<file path="config.mk">
export PLATFORM = sky130hd
export DESIGN_NAME = iram_loader_flat
export DESIGN_NICKNAME = d
export VERILOG_FILES = /design/src/rtl/iram_loader_if.sv /design/src/rtl/iram_loader.sv /design/src/flat_wrapper.sv
export SDC_FILE = /design/constraint.sdc
export NUM_CORES = 1
export LEC_CHECK = 0
export BUFFER_PORTS_ARGS = -buffer_cell sky130_fd_sc_hd__buf_4
export CAP_MARGIN = 20
export CORE_MARGIN = 1.5
export CORE_UTILIZATION = 30
export CTS_CLUSTER_SIZE = 20
export DETAILED_ROUTE_END_ITERATION = 16
export MAX_ROUTING_LAYER = met4
export PLACE_DENSITY = 0.55
export SLEW_MARGIN = 20
export SYNTH_ARGS = -nofsm -noshare
export SYNTH_HDL_FRONTEND = slang
export SYNTH_SLANG_ARGS = --single-unit
</file>
<file path="constraint.sdc">
create_clock -name clk -period 3.04 [get_ports clk]
set_input_delay 0.608 -clock clk [delete_from_list [all_inputs] [get_ports clk]]
set_output_delay 0.608 -clock clk [all_outputs]
set_load 0.02 [all_outputs]
</file>
<file path="src/rtl/iram_loader_if.sv">
// Bus between the boot/host link and the IRAM loader: load control, word stream,
// IRAM write port and completion status.
interface iram_loader_if #(
    parameter int unsigned DATA_W = 9,
    parameter int unsigned ADDR_W = 9
);
    logic              start;
    logic              abort;
    logic [ADDR_W-1:0] base_addr;
    logic [ADDR_W:0]   length;
    logic              in_valid;
    logic [DATA_W-1:0] in_data;
    logic              in_ready;
    logic              mem_write;
    logic [ADDR_W-1:0] mem_addr;
    logic [DATA_W-1:0] mem_din;
    logic              busy;
    logic              done;
    logic              error;
    logic [DATA_W-1:0] checksum;

    modport master (
        output start, abort, base_addr, length, in_valid, in_data,
        input  in_ready, mem_write, mem_addr, mem_din, busy, done, error, checksum
    );

    modport slave (
        input  start, abort, base_addr, length, in_valid, in_data,
        output in_ready, mem_write, mem_addr, mem_din, busy, done, error, checksum
    );
endinterface

</file>
<file path="src/rtl/iram_loader.sv">
// Streams instruction words into consecutive IRAM locations from a base address,
// reporting completion with a pulse and a running modular checksum.
module iram_loader #(
    parameter int unsigned DATA_W = 9,
    parameter int unsigned ADDR_W = 9
) (
    input logic         clk,
    input logic         rst,
    iram_loader_if.slave bus
);
    localparam int unsigned LEN_W = ADDR_W + 1;
    localparam int unsigned DEPTH = 2 ** ADDR_W;

    typedef enum logic [1:0] {
        IDLE   = 2'd0,
        LOAD   = 2'd1,
        FINISH = 2'd2
    } state_t;

    state_t            state;
    logic [ADDR_W-1:0] base;
    logic [LEN_W-1:0]  len;
    logic [LEN_W-1:0]  k;
    logic              wr;
    logic [ADDR_W-1:0] wr_addr;
    logic [DATA_W-1:0] wr_data;
    logic              done_p;
    logic              err;
    logic [DATA_W-1:0] sum;
    logic              ready;
    logic              hs;

    // in_ready depends only on state and abort so the source may wait on it
    assign ready = (state == LOAD) && !bus.abort;
    assign hs    = bus.in_valid && ready;

    always_ff @(posedge clk) begin
        if (rst) begin
            state   <= IDLE;
            base    <= '0;
            len     <= '0;
            k       <= '0;
            wr      <= 1'b0;
            wr_addr <= '0;
            wr_data <= '0;
            done_p  <= 1'b0;
            err     <= 1'b0;
            sum     <= '0;
        end else begin
            wr     <= 1'b0;
            done_p <= 1'b0;
            unique case (state)
                IDLE: begin
                    if (bus.start) begin
                        base <= bus.base_addr;
                        len  <= bus.length;
                        k    <= '0;
                        sum  <= '0;
                        if (bus.length == '0 || bus.length > LEN_W'(DEPTH)) begin
                            err    <= 1'b1;
                            done_p <= 1'b1;
                        end else begin
                            err   <= 1'b0;
                            state <= LOAD;
                        end
                    end
                end
                LOAD: begin
                    if (bus.abort) begin
                        state <= IDLE;
                    end else if (hs) begin
                        // address arithmetic is ADDR_W wide, so it wraps at DEPTH
                        wr      <= 1'b1;
                        wr_addr <= base + k[ADDR_W-1:0];
                        wr_data <= bus.in_data;
                        sum     <= sum + bus.in_data;
                        k       <= k + LEN_W'(1);
                        if (k == len - LEN_W'(1)) begin
                            state <= FINISH;
                        end
                    end
                end
                FINISH: begin
                    state <= IDLE;
                    if (!bus.abort) begin
                        done_p <= 1'b1;
                    end
                end
                default: state <= IDLE;
            endcase
        end
    end

    assign bus.in_ready  = ready;
    assign bus.mem_write = wr;
    assign bus.mem_addr  = wr_addr;
    assign bus.mem_din   = wr_data;
    assign bus.busy      = (state != IDLE);
    assign bus.done      = done_p;
    assign bus.error     = err;
    assign bus.checksum  = sum;
endmodule

</file>
<file path="src/flat_wrapper.sv">
// flat-port wrapper written by rule: the top's interface ports become plain ports
module iram_loader_flat 
#(
    parameter int unsigned DATA_W = 9,
    parameter int unsigned ADDR_W = 9
)
  (clk, rst, bus_start, bus_abort, bus_base_addr, bus_length, bus_in_valid, bus_in_data, bus_in_ready, bus_mem_write, bus_mem_addr, bus_mem_din, bus_busy, bus_done, bus_error, bus_checksum);
  iram_loader_if #(.DATA_W(DATA_W), .ADDR_W(ADDR_W)) bus_i ();
  input logic clk;
  input logic rst;
  input wire logic [$bits(bus_i.start)-1:0] bus_start;
  input wire logic [$bits(bus_i.abort)-1:0] bus_abort;
  input wire logic [$bits(bus_i.base_addr)-1:0] bus_base_addr;
  input wire logic [$bits(bus_i.length)-1:0] bus_length;
  input wire logic [$bits(bus_i.in_valid)-1:0] bus_in_valid;
  input wire logic [$bits(bus_i.in_data)-1:0] bus_in_data;
  output wire logic [$bits(bus_i.in_ready)-1:0] bus_in_ready;
  output wire logic [$bits(bus_i.mem_write)-1:0] bus_mem_write;
  output wire logic [$bits(bus_i.mem_addr)-1:0] bus_mem_addr;
  output wire logic [$bits(bus_i.mem_din)-1:0] bus_mem_din;
  output wire logic [$bits(bus_i.busy)-1:0] bus_busy;
  output wire logic [$bits(bus_i.done)-1:0] bus_done;
  output wire logic [$bits(bus_i.error)-1:0] bus_error;
  output wire logic [$bits(bus_i.checksum)-1:0] bus_checksum;
  assign bus_i.start = bus_start;
  assign bus_i.abort = bus_abort;
  assign bus_i.base_addr = bus_base_addr;
  assign bus_i.length = bus_length;
  assign bus_i.in_valid = bus_in_valid;
  assign bus_i.in_data = bus_in_data;
  assign bus_in_ready = bus_i.in_ready;
  assign bus_mem_write = bus_i.mem_write;
  assign bus_mem_addr = bus_i.mem_addr;
  assign bus_mem_din = bus_i.mem_din;
  assign bus_busy = bus_i.busy;
  assign bus_done = bus_i.done;
  assign bus_error = bus_i.error;
  assign bus_checksum = bus_i.checksum;
  iram_loader #(.DATA_W(DATA_W), .ADDR_W(ADDR_W)) u_core (.clk(clk), .rst(rst), .bus(bus_i));
endmodule
</file>
After elaboration in Yosys (flattened, before gate mapping)

Index checks and enable logic that the tools add are counted.
Widths: inputs -> output; s select.

Bits in registers: 61
Input bits: 33
Output and inout port bits: 32
Word-level logic and storage cells: 58

Add/sub/neg operators: 4
$lt $le $gt $ge: 1
Equality and inequality tests: 9
Mux-type cells: 19
Bitwise gates (word level): 2
Reductions and logical operators: 13

Operators with widths:

| cell                  | count |
|---|---|
| $mux 10               | 3 |
| $mux 9                | 3 |
| $pmux 10 s2           | 1 |
| $add 9x9->9           | 2 |
| $pmux 9 s2            | 1 |
| $add 10x1->10 const B | 1 |
| $eq 10x10->1          | 1 |
| $gt 10x10->1 const B  | 1 |
| $logic_not 10->1      | 1 |
| $mux 2                | 5 |
| $sub 10x1->10 const B | 1 |
| $reduce_and 4->1      | 2 |
| $ne 2x2->1 const B    | 3 |
| $mux 1                | 4 |
| $pmux 2 s2            | 1 |
| $reduce_bool 2->1     | 2 |
| $ne 3x2->1 const B    | 1 |
| $ne 3x3->1 const B    | 1 |
| $reduce_and 3->1      | 1 |
| $reduce_or 3->1       | 1 |
| $eq 2x1->1 const B    | 1 |
| $eq 2x2->1 const B    | 1 |
| $logic_and 1x1->1     | 2 |
| $logic_not 2->1       | 1 |
| 6 further kinds       | 7 |

Depth between registers and ports, before layout

Gate-level depths: netlist (run 1).

Word-level depth: 6
Gate-level depth with buffers: 9
Depth with buffers taken out: 9

Least setup slack after synthesis (run 1)

OpenSTA, ideal clock, no wires.

Path kind: input-to-reg
Start point: input bus_in_data[0]
End point: register u_core.sum[8] (netlist: u_core.bus.checksum[8])
Setup time: 0.074 ns
Data arrival time: 2.309 ns
Data required time: 2.966 ns
Slack: 0.657 ns
Stages on the path: 8
Path buffers: 0
Path through: ha_1 > fa_1 > a21oi_1 > o211ai_1 > o41ai_1 > xor2_1 > or3_1 > a31oi_1

Longest elaborated chain between the ends: 4

RTL lines:

| item                   | line               | RTL |
|---|---|---|
| start: declaration     | flat_wrapper.sv:16 | `input wire logic [$bits(bus_i.in_data)-1:0] bus_in_data;` |
| $add 9x9->9            | iram_loader.sv:76  | `sum <= sum + bus.in_data;` |
| $mux 9                 | iram_loader.sv:71  | `end else if (hs) begin` |
| $mux 9                 | iram_loader.sv:69  | `if (bus.abort) begin` |
| $pmux 9 s2             | iram_loader.sv:52  | `unique case (state)` |
| end signal: assignment | iram_loader.sv:76  |  |
| end: declaration       | iram_loader.sv:29  | `logic [DATA_W-1:0] sum;` |

No other way between the ends. The select of a mux whose other input is x is not followed.
A chain may end at the register's enable or synchronous reset.

Worst setup path after layout (run 1)

Ends and elaborated chain as after synthesis.

==> impl_metrics.csv, run 1 <==
group,metric,value,unit
grt,met2_usage,24.4,%
yosys,yosys.cell_count.top_type,"nand2_1",
yosys,synth_commonest_cells,"nand2_1 (82), dfxtp_1 (61), a21oi_1 (52)",
worst_setup_path,crit_arrival,2.61,ns
worst_setup_path,r2r-end,"u_core.bus.checksum[8]",
clock_network,cts_hold_buf,0,
cells_and_area,drive_gt1_share,19.5,%
sta,drv_slew,0,
worst_setup_path,path_max_fanout,3,
die,io_pins,65,
cells_and_area,nets,511,
yosys,synth_top_cell_by_area,"dfxtp_1",
die,die_h,107,um
grt,grt_pass1_wl,13.6,mm
worst_setup_path,start_kind,"input port",
sta,hold_viol_final,0,
die,design.die.area,0.0114,mm2
detailed_routing,num_vias,2927,
cells_and_area,final_util,38.4,%
clock_network,clock-sinks,61,
grt,grtUsageMet1,19.2,%
cells_and_area,postLayoutCellArea,0.00399,mm2
die,coreArea,0.0104,mm2
worst_setup_path,worst-r2r-setup-slack,0.71,ns
clock_network,clkLatencyLatePin,0.34,ns
power_and_ir_drop,ir_worst_vdd,0.279,mV
yosys,synth.net_count,450,
power_and_ir_drop,cellPowerDensity,443,mW/mm2
clock_network,clockBufferDepth,2,
power_and_ir_drop,leakage,1.63,nW
placement,gp_congestion,0.827,
grt,overflow,0,
worst_setup_path,required,3.30,ns
worst_setup_path,crit_end,"u_core.bus.checksum[8]",
grt,grt_max_degree,57,
die,rows,37,
detailed_routing,drt-total-wl,8.10,mm
grt,antenna_found_initial,0,
worst_setup_path,r2r_start,"u_core.bus.checksum[0]",
placement,hpwl,5.70,mm
yosys,yosys.cell_types.count,51,
sta,worst_pin_slew,0.601,ns
grt,grt_pass1_vias,2856,
clock_network,cts_tree,"yes",
sta,setup_tns,0,ns
clock_network,cts_inserted_buffers,9,
yosys,synth_area_leaders,"dfxtp_1 (38%), nand2_1 (9.6%), a21oi_1 (8.1%)",
cells_and_area,syn2layout_area_growth,23.9,%
worst_setup_path,crit_type,"input port to flop",
worst_setup_path,reg2reg_depth,8,
cells_and_area,diodes,0,
placement,port_buffers,64,
sta,fmax,425,MHz
yosys,ys_warn_count,0,
placement,pre_cts_ws,0.337,ns
power_and_ir_drop,p_total,1.77,mW
grt,grt_use_total,15.3,%
yosys,synth_ff_type,"dfxtp_1",
min_path,holdCritPathClass,"flop to flop",
yosys,syn_area,0.00322,mm2
yosys,synth.top_cell.area_share,38.0,%
clock_network,htree_num_levels,3,
clock_network,root_buffer,"clkbuf_8",
yosys,synthCells,397,
clock_network,clk_pin_slew,0.07,ns
detailed_routing,remaining_drc_errors,0,
clock_network,post-cts-setup-buffers,0,
yosys,synth_edf_count,0,
worst_setup_path,cp-end-kind,"flop",
grt,grt.busiest_layer,"met2",
die,die_w,107,um
detailed_routing,drt-initial-drc-count,119,
detailed_routing,wire_per_inst,13.5,um
sta,setup_viol,0,
job,drv_cap,0,
clock_network,cts.repair.resized,0,
grt,met3_usage,2.76,%
sta,grt_setup_unrepaired,"false",
sta,slew_headroom,59.8,%
die,initial_core_util,31.0,%
worst_setup_path,startpoint,"bus_in_data[0]",
yosys,seq_area_frac_synth,38.0,%
placement,post_dp_cell_area,0.00380,mm2
sta,worst_slack,0.689,ns
yosys,ys_ff_latch,61,
yosys,syn_area_per_cell,8.10,um2
detailed_routing,ant_nets,0,
detailed_routing,viasPerCell,4.89,
yosys,async_reset_ff_share,0,%
status,outcome,"completed",
sta,finalCriticalPeriod,2.35,ns
sta,fin_crit_sh,77.3,%
sta,fin_worst_skew,0.00888,ns
detailed_routing,drtPass1Iterations,4,
[through the flow]
step / hold WS, ns / cells
floorplan: 0.440 / 397
global placement: 0.445 / 583
detailed placement: 0.448 / 583
CTS: 0.458 / 598
global route: 0.479 / 598
finish: 0.457 / 598
[state kept, by name, summed over array words and instances, names as in the netlist]
| register | flops |
|---|---|
| u_core.bus.mem_write | 1 |
| u_core.len | 10 |
| u_core.bus.done | 1 |
| u_core.bus.error | 1 |
| u_core.bus.checksum | 9 |
| u_core.state | 2 |
| u_core.bus.mem_din | 9 |
| u_core.k | 10 |
| u_core.bus.mem_addr | 9 |
| u_core.base | 9 |
[kinds of logic (layout without fill, tap and decap cells)]
kind of cell               after synthesis  count (layout)  share of synthesized area, %
AOI/OAI and AO/OA                       92              92                          17.0
and+or+nand+nor                        164             164                          23.9
DFF                                     61              61                          38.0
muxes                                    3               3                         0.972
buffers and inverters                   29              94                          4.28
xor gates and xnor gates                28              28                          7.62
adders and majority gates               20              20                          8.25
[layer usage]
layer	part of all wire [%]	wire length, um
met1	46	3740
met2	48	3920
met3	4.4	353
met4	1.1	87
met5	0	0
[how the worst min path moves through the flow]
stage | from | slack, ns | to | cells after the start
floorplan | u_core.base[0] | 0.44 | u_core.base[0] | 2
global placement | u_core.bus.mem_addr[4] | 0.44 | u_core.bus.mem_addr[4] | 2
detailed placement | u_core.bus.mem_addr[7] | 0.45 | u_core.bus.mem_addr[7] | 2
CTS | u_core.bus.mem_addr[7] | 0.46 | u_core.bus.mem_addr[7] | 2
global route | u_core.bus.mem_addr[4] | 0.48 | u_core.bus.mem_addr[4] | 2
finish | u_core.bus.mem_addr[7] | 0.46 | u_core.bus.mem_addr[7] | 2
[placed cells by master, fill, tap and decap left out, drive strengths merged, types with 6 or more instances in the layout]
| cell type | instances |
|---|---|
| buf | 69 |
| a21oi | 52 |
| xnor2 | 16 |
| nor3 | 9 |
| ha | 18 |
| clkbuf | 10 |
| xor2 | 12 |
| or3 | 6 |
| nor2 | 26 |
| dfxtp | 61 |
| o21ai | 12 |
| nand2 | 83 |
| inv | 10 |
| nand3 | 16 |
[layout make-up]
class / instances / area [um2]
Clock inverter: 5 / 52.6
Sequential cell: 61 / 1220
Multi-Input combinational cell: 307 / 1860
Clock buffer: 10 / 128
Timing Repair Buffer: 69 / 518
Tap cell: 136 / 170
Inverter: 10 / 37.5
Fill cell: 1088 / 6380
[critical path, stage by stage]
cell and delay, ns:
buf_4 0.11, ha_1 0.20, fa_1 0.41, a21oi_1 0.21
o211ai_1 0.15, o41ai_1 0.34, xor2_1 0.13, or3_1 0.33
a31oi_1 0.13
[where the power goes]
| part | leakage, nW | switching (mW) | internal, mW |
|---|---|---|---|
| clock | 0.0919 | 0.325 | 0.370 |
| sequential | 0.496 | 0.0226 | 0.822 |
| combinational | 1.05 | 0.124 | 0.102 |
No activity file was read; power rests on OpenSTA's default activity.
==> run 2: changes to the inputs <==
Clock period 3.04 ns to 2.3 ns, I/O delays scaled along.
==> impl_metrics.csv, run 2 (same netlist as run 1, synthesis figures left out) <==
group,metric,value,unit
die,io_pins,65,
detailed_routing,wire_per_inst,13.1,um
worst_setup_path,max_stage_delay,0.35,ns
job,drv_cap,0,
worst_setup_path,required,2.57,ns
clock_network,root_buffer,"clkbuf_8",
worst_setup_path,start_kind,"flop",
worst_setup_path,cp_slowest_cell,"fa_2",
die,die_h,107,um
die,initial_core_util,31.0,%
clock_network,clock-sinks,61,
cells_and_area,drive_gt1_share,21.9,%
worst_setup_path,crit_arrival,2.37,ns
sta,fmax,476,MHz
cells_and_area,diodes,0,
detailed_routing,num_vias,2985,
cells_and_area,mostFrequentLayoutCells,"nand2_1 (82), buf_4 (76), dfxtp_1 (60), a21oi_1 (51), nor2_1 (26)",
clock_network,cts.repair.resized,0,
grt,grt_use_total,15.4,%
clock_network,clockBufferDepth,2,
cells_and_area,final_common_cell,"nand2_1",
die,rows,37,
placement,hpwl,5.76,mm
grt,grt_max_degree,43,
cells_and_area,fillCellCount,1083,
sta,drv_slew,0,
clock_network,clk_pin_slew,0.08,ns
cells_and_area,syn2layout_area_growth,27.8,%
power_and_ir_drop,leakage,1.69,nW
placement,gp_congestion,0.856,
sta,worst_pin_slew,0.583,ns
die,coreArea,0.0104,mm2
clock_network,htree_num_levels,3,
detailed_routing,drt-initial-drc-count,86,
placement,port_buffers,64,
sta,hold_viol_final,0,
sta,setup_viol,0,
cells_and_area,postLayoutCellArea,0.00411,mm2
grt,overflow,0,
worst_setup_path,crit_type,"flop to flop",
sta,slew_headroom,61.0,%
min_path,holdCritPathClass,"input port to flop",
worst_setup_path,cp-end-kind,"flop",
sta,finalCriticalPeriod,2.10,ns
cells_and_area,final_util,39.6,%
detailed_routing,drt-total-wl,7.96,mm
clock_network,cts_inserted_buffers,9,
clock_network,cts_hold_buf,0,
die,design.die.area,0.0114,mm2
cells_and_area,nets,518,
clock_network,post-cts-setup-buffers,0,
die,die_w,107,um
sta,fin_worst_skew,0.0116,ns
power_and_ir_drop,cellPowerDensity,611,mW/mm2
placement,post_dp_cell_area,0.00386,mm2
grt,antenna_found_initial,0,
detailed_routing,viasPerCell,4.93,
status,outcome,"completed",
detailed_routing,drtPass1Iterations,4,
grt,grt_pass1_wl,13.5,mm
power_and_ir_drop,ir_worst_vdd,0.333,mV
detailed_routing,ant_nets,0,
clock_network,clkLatencyLatePin,0.34,ns
sta,grt_setup_unrepaired,"false",
sta,fin_crit_sh,91.3,%
cells_and_area,top_regs,"u_core.k: 10 flops, u_core.len: 10 flops",
detailed_routing,remaining_drc_errors,0,
worst_setup_path,crit_chain,"ha_4, fa_2, a21oi_2, o211ai_1, o41ai_2, xor2_1, or3_1, a31oi_1",
worst_setup_path,path_max_fanout,3,
grt,grt_pass1_vias,2844,
clock_network,cts_tree,"yes",
-- run 2: cell types whose count changed in the layout (fill, tap and decap cells not counted), sizes merged --
cell,change
clkbuf,+1
bufinv,+1
clkinv,-2
clkinvlp,+1
buf,+7
-- run 2: critical path, delay by kind of cell, from the launching register on --
kind            cells  cell delay [ns]
compound gates      4             0.74
flops               1             0.34
simple gates        1             0.31
fa+ha+maj           2             0.52
xor+xnor            1             0.11
-- run 2: per-stage QoR --
step | TNS (ns) | hold slack [ns] | power (mW) | setup slack (ns) | cells
finish | 0 | 0.356 | 2.51 | 0.200 | 606
global route | 0 | 0.357 | 2.63 | 0.0308 | 606
CTS | 0 | 0.351 | 2.54 | 0.0128 | 606
detailed placement | -0.211 | 0.448 | 1.45 | -0.211 | 590
global placement | -0.181 | 0.444 | 1.44 | -0.181 | 590
floorplan | 0 | 0.440 | 1.33 | 0.0650 | 397
-- run 2: final timing paths --
path                               start                      to  slack (ns)  depth (start not counted)
setup / recovery  u_core.bus.checksum[0]  u_core.bus.checksum[8]        0.20                          8
hold / removal          bus_base_addr[8]          u_core.base[8]        0.36                          3
setup reg to reg  u_core.bus.checksum[0]  u_core.bus.checksum[8]        0.20                          8
hold reg to reg   u_core.bus.mem_addr[3]  u_core.bus.mem_addr[3]        0.45                          2
-- run 2: report_power, final --
group,switching [mW],internal (mW)
clock network,0.450,0.642
logic,0.165,0.141
registers,0.0295,1.09
total,0.644,1.87
-- run 2: routing by layer --
metal	wire length (um)	track usage [%]	vias to the layer above
li1	-	-	1511
met1	3820	19.4	1408
met2	3660	24.0	54
met3	340	3.07	12
met4	142	6.29	0
met5	0	-	-
-- run 2: area by class of cell --
class / count / area, um2 / area share [%]
clock buffer: 11 / 141 / 3.44
clock inverter: 5 / 83.8 / 2.04
inverter: 10 / 37.5 / 0.913
multi-input combinational: 307 / 1880 / 45.8
sequential: 61 / 1220 / 29.7
tap: 136 / 170 / 4.14
timing repair buffer: 76 / 571 / 13.9
==> run 3: changes to the inputs <==
Settings changed: SETUP_SLACK_MARGIN set to 0.3.
==> impl_metrics.csv, run 3 (same netlist as run 1, synthesis figures left out) <==
group,metric,value,unit
grt,grt_pass1_vias,2709,
worst_setup_path,r2r_start,"u_core.bus.checksum[0]",
detailed_routing,num_vias,2920,
worst_setup_path,crit_type,"flop to flop",
clock_network,cts_hold_buf,0,
die,design.die.area,0.0114,mm2
cells_and_area,stdcell_count,602,
clock_network,htree_num_levels,3,
placement,dp_cells,588,
sta,fin_crit_sh,88.6,%
status,outcome,"completed",
worst_setup_path,path_max_fanout,3,
grt,grt_use_total,15.2,%
sta,slew_headroom,59.4,%
die,initial_core_util,31.0,%
worst_setup_path,worst-r2r-setup-slack,0.26,ns
cells_and_area,final_common_cell,"nand2_1",
cells_and_area,nets,516,
detailed_routing,viasPerCell,4.85,
sta,worst_pin_slew,0.606,ns
detailed_routing,drtPass1Iterations,6,
detailed_routing,drt-initial-drc-count,111,
clock_network,root_buffer,"clkbuf_8",
power_and_ir_drop,ir_worst_vdd,0.190,mV
placement,pre_cts_ws,-0.0121,ns
clock_network,post-cts-setup-buffers,0,
detailed_routing,ant_nets,0,
clock_network,clock-sinks,61,
sta,fmax,491,MHz
cells_and_area,drive_gt1_share,24.7,%
placement,port_buffers,64,
sta,drv_slew,0,
grt,antenna_found_initial,0,
sta,fin_worst_skew,0.00586,ns
worst_setup_path,max_stage_delay,0.35,ns
worst_setup_path,required,2.58,ns
job,drv_cap,0,
worst_setup_path,crit_family,"compound AO/OA/AOI/OAI gates",
power_and_ir_drop,p_total,2.29,mW
clock_network,clk_pin_slew,0.07,ns
worst_setup_path,crit_end,"u_core.bus.checksum[8]",
clock_network,cts_inserted_buffers,9,
min_path,holdCritPathClass,"input port to flop",
die,io_pins,65,
cells_and_area,final_util,39.7,%
die,coreArea,0.0104,mm2
cells_and_area,syn2layout_area_growth,27.9,%
sta,hold_viol_final,0,
placement,post_dp_cell_area,0.00386,mm2
detailed_routing,drt-total-wl,8.13,mm
grt,grt_max_degree,33,
power_and_ir_drop,leakage,1.68,nW
sta,worst_slack,0.262,ns
cells_and_area,postLayoutCellArea,0.00411,mm2
sta,grt_setup_unrepaired,"true",
placement,hpwl,5.85,mm
worst_setup_path,reg2reg_depth,8,
grt,overflow,0,
worst_setup_path,crit_arrival,2.32,ns
cells_and_area,mostFrequentLayoutCells,"nand2_1 (81), buf_4 (74), dfxtp_1 (55), a21oi_1 (50), nor2_1 (26)",
worst_setup_path,cp-end-kind,"flop",
detailed_routing,remaining_drc_errors,0,
cells_and_area,top_regs,"u_core.k: 10 flops, u_core.len: 10 flops",
detailed_routing,wire_per_inst,13.5,um
worst_setup_path,crit_chain,"ha_2, fa_2, a21oi_2, o211ai_1, o41ai_2, xor2_1, or3_1, a31oi_1",
sta,setup_tns,0,ns
worst_setup_path,crit_buf_inv,0,
sta,setup_viol,0,
worst_setup_path,path_depth,8,
grt,grt_pass1_wl,13.2,mm
sta,finalCriticalPeriod,2.04,ns
clock_network,cts_tree,"yes",
die,die_h,107,um
sta,whs,0.346,ns
worst_setup_path,cp_slowest_cell,"fa_2",
placement,gp_congestion,0.813,
worst_setup_path,r2r-end,"u_core.bus.checksum[8]",
worst_setup_path,startpoint,"u_core.bus.checksum[0]",
clock_network,clkLatencyLatePin,0.35,ns
cells_and_area,diodes,0,
die,die_w,107,um
power_and_ir_drop,cellPowerDensity,557,mW/mm2
die,rows,37,
cells_and_area,fillCellCount,1104,
worst_setup_path,start_kind,"flop",
clock_network,clockBufferDepth,2,
==> run 3: cell count changes in the layout (fill, tap and decap cells not counted), moves of 2 or more <==
cell and delta:
bufinv_16 -2, clkinvlp_4 -2, buf_4 -2, dfxtp_2 +5, clkinv_2 +2, dfxtp_1 -5
ha_1 -2
==> run 3: layout make-up <==
type                    instances  area (um2)  area share, %
multi-input cells             307        1960           47.6
clock inverters                 2        10.0          0.243
repair buffers                 74         556           13.5
clock buffers                  12         155           3.77
well taps                     136         170           4.14
inverters                      10        37.5          0.912
flip-flops and latches         61        1230           29.9
==> run 3: tightest hold or removal path: cells and delay by family <==
family	cells	cell delay, ns
compound gates	1	0.05
buf+inv	1	0.11
simple gates	1	0.04
==> run 3: where the power goes <==
group	switching (mW)	internal (mW)	total, mW
Clock	0.417	0.434	0.852
Sequential	0.0320	1.09	1.12
Combinational	0.170	0.149	0.319
==> run 3: worst min path at each step <==
stage / cells after the start / end / start / slack (ns)
6_report: 3 / u_core.base[0] / bus_base_addr[0] / 0.35
5_1_grt: 3 / u_core.base[1] / bus_base_addr[1] / 0.35
4_1_cts: 3 / u_core.base[0] / bus_base_addr[0] / 0.34
3_5_place_dp: 2 / u_core.bus.mem_din[6] / u_core.bus.mem_din[6] / 0.45
3_3_place_gp: 2 / u_core.bus.mem_din[3] / u_core.bus.mem_din[3] / 0.45
2_1_floorplan: 2 / u_core.base[0] / u_core.base[0] / 0.44
==> run 3: timing repair <==
action	4_1_cts	5_1_grt
pin swaps	0	6
setup endpoints to repair	2	9
resized for setup	3	19
==> run 3: per-layer routing <==
metal	wire length (um)	vias to the layer above	global-route usage, %	share of wire, %
met5	0	-	-	0
met4	187	0	8.00	2.3
met3	272	15	3.31	3.3
met2	3740	49	22.4	46
met1	3930	1350	19.6	48
li1	-	1506	-	-
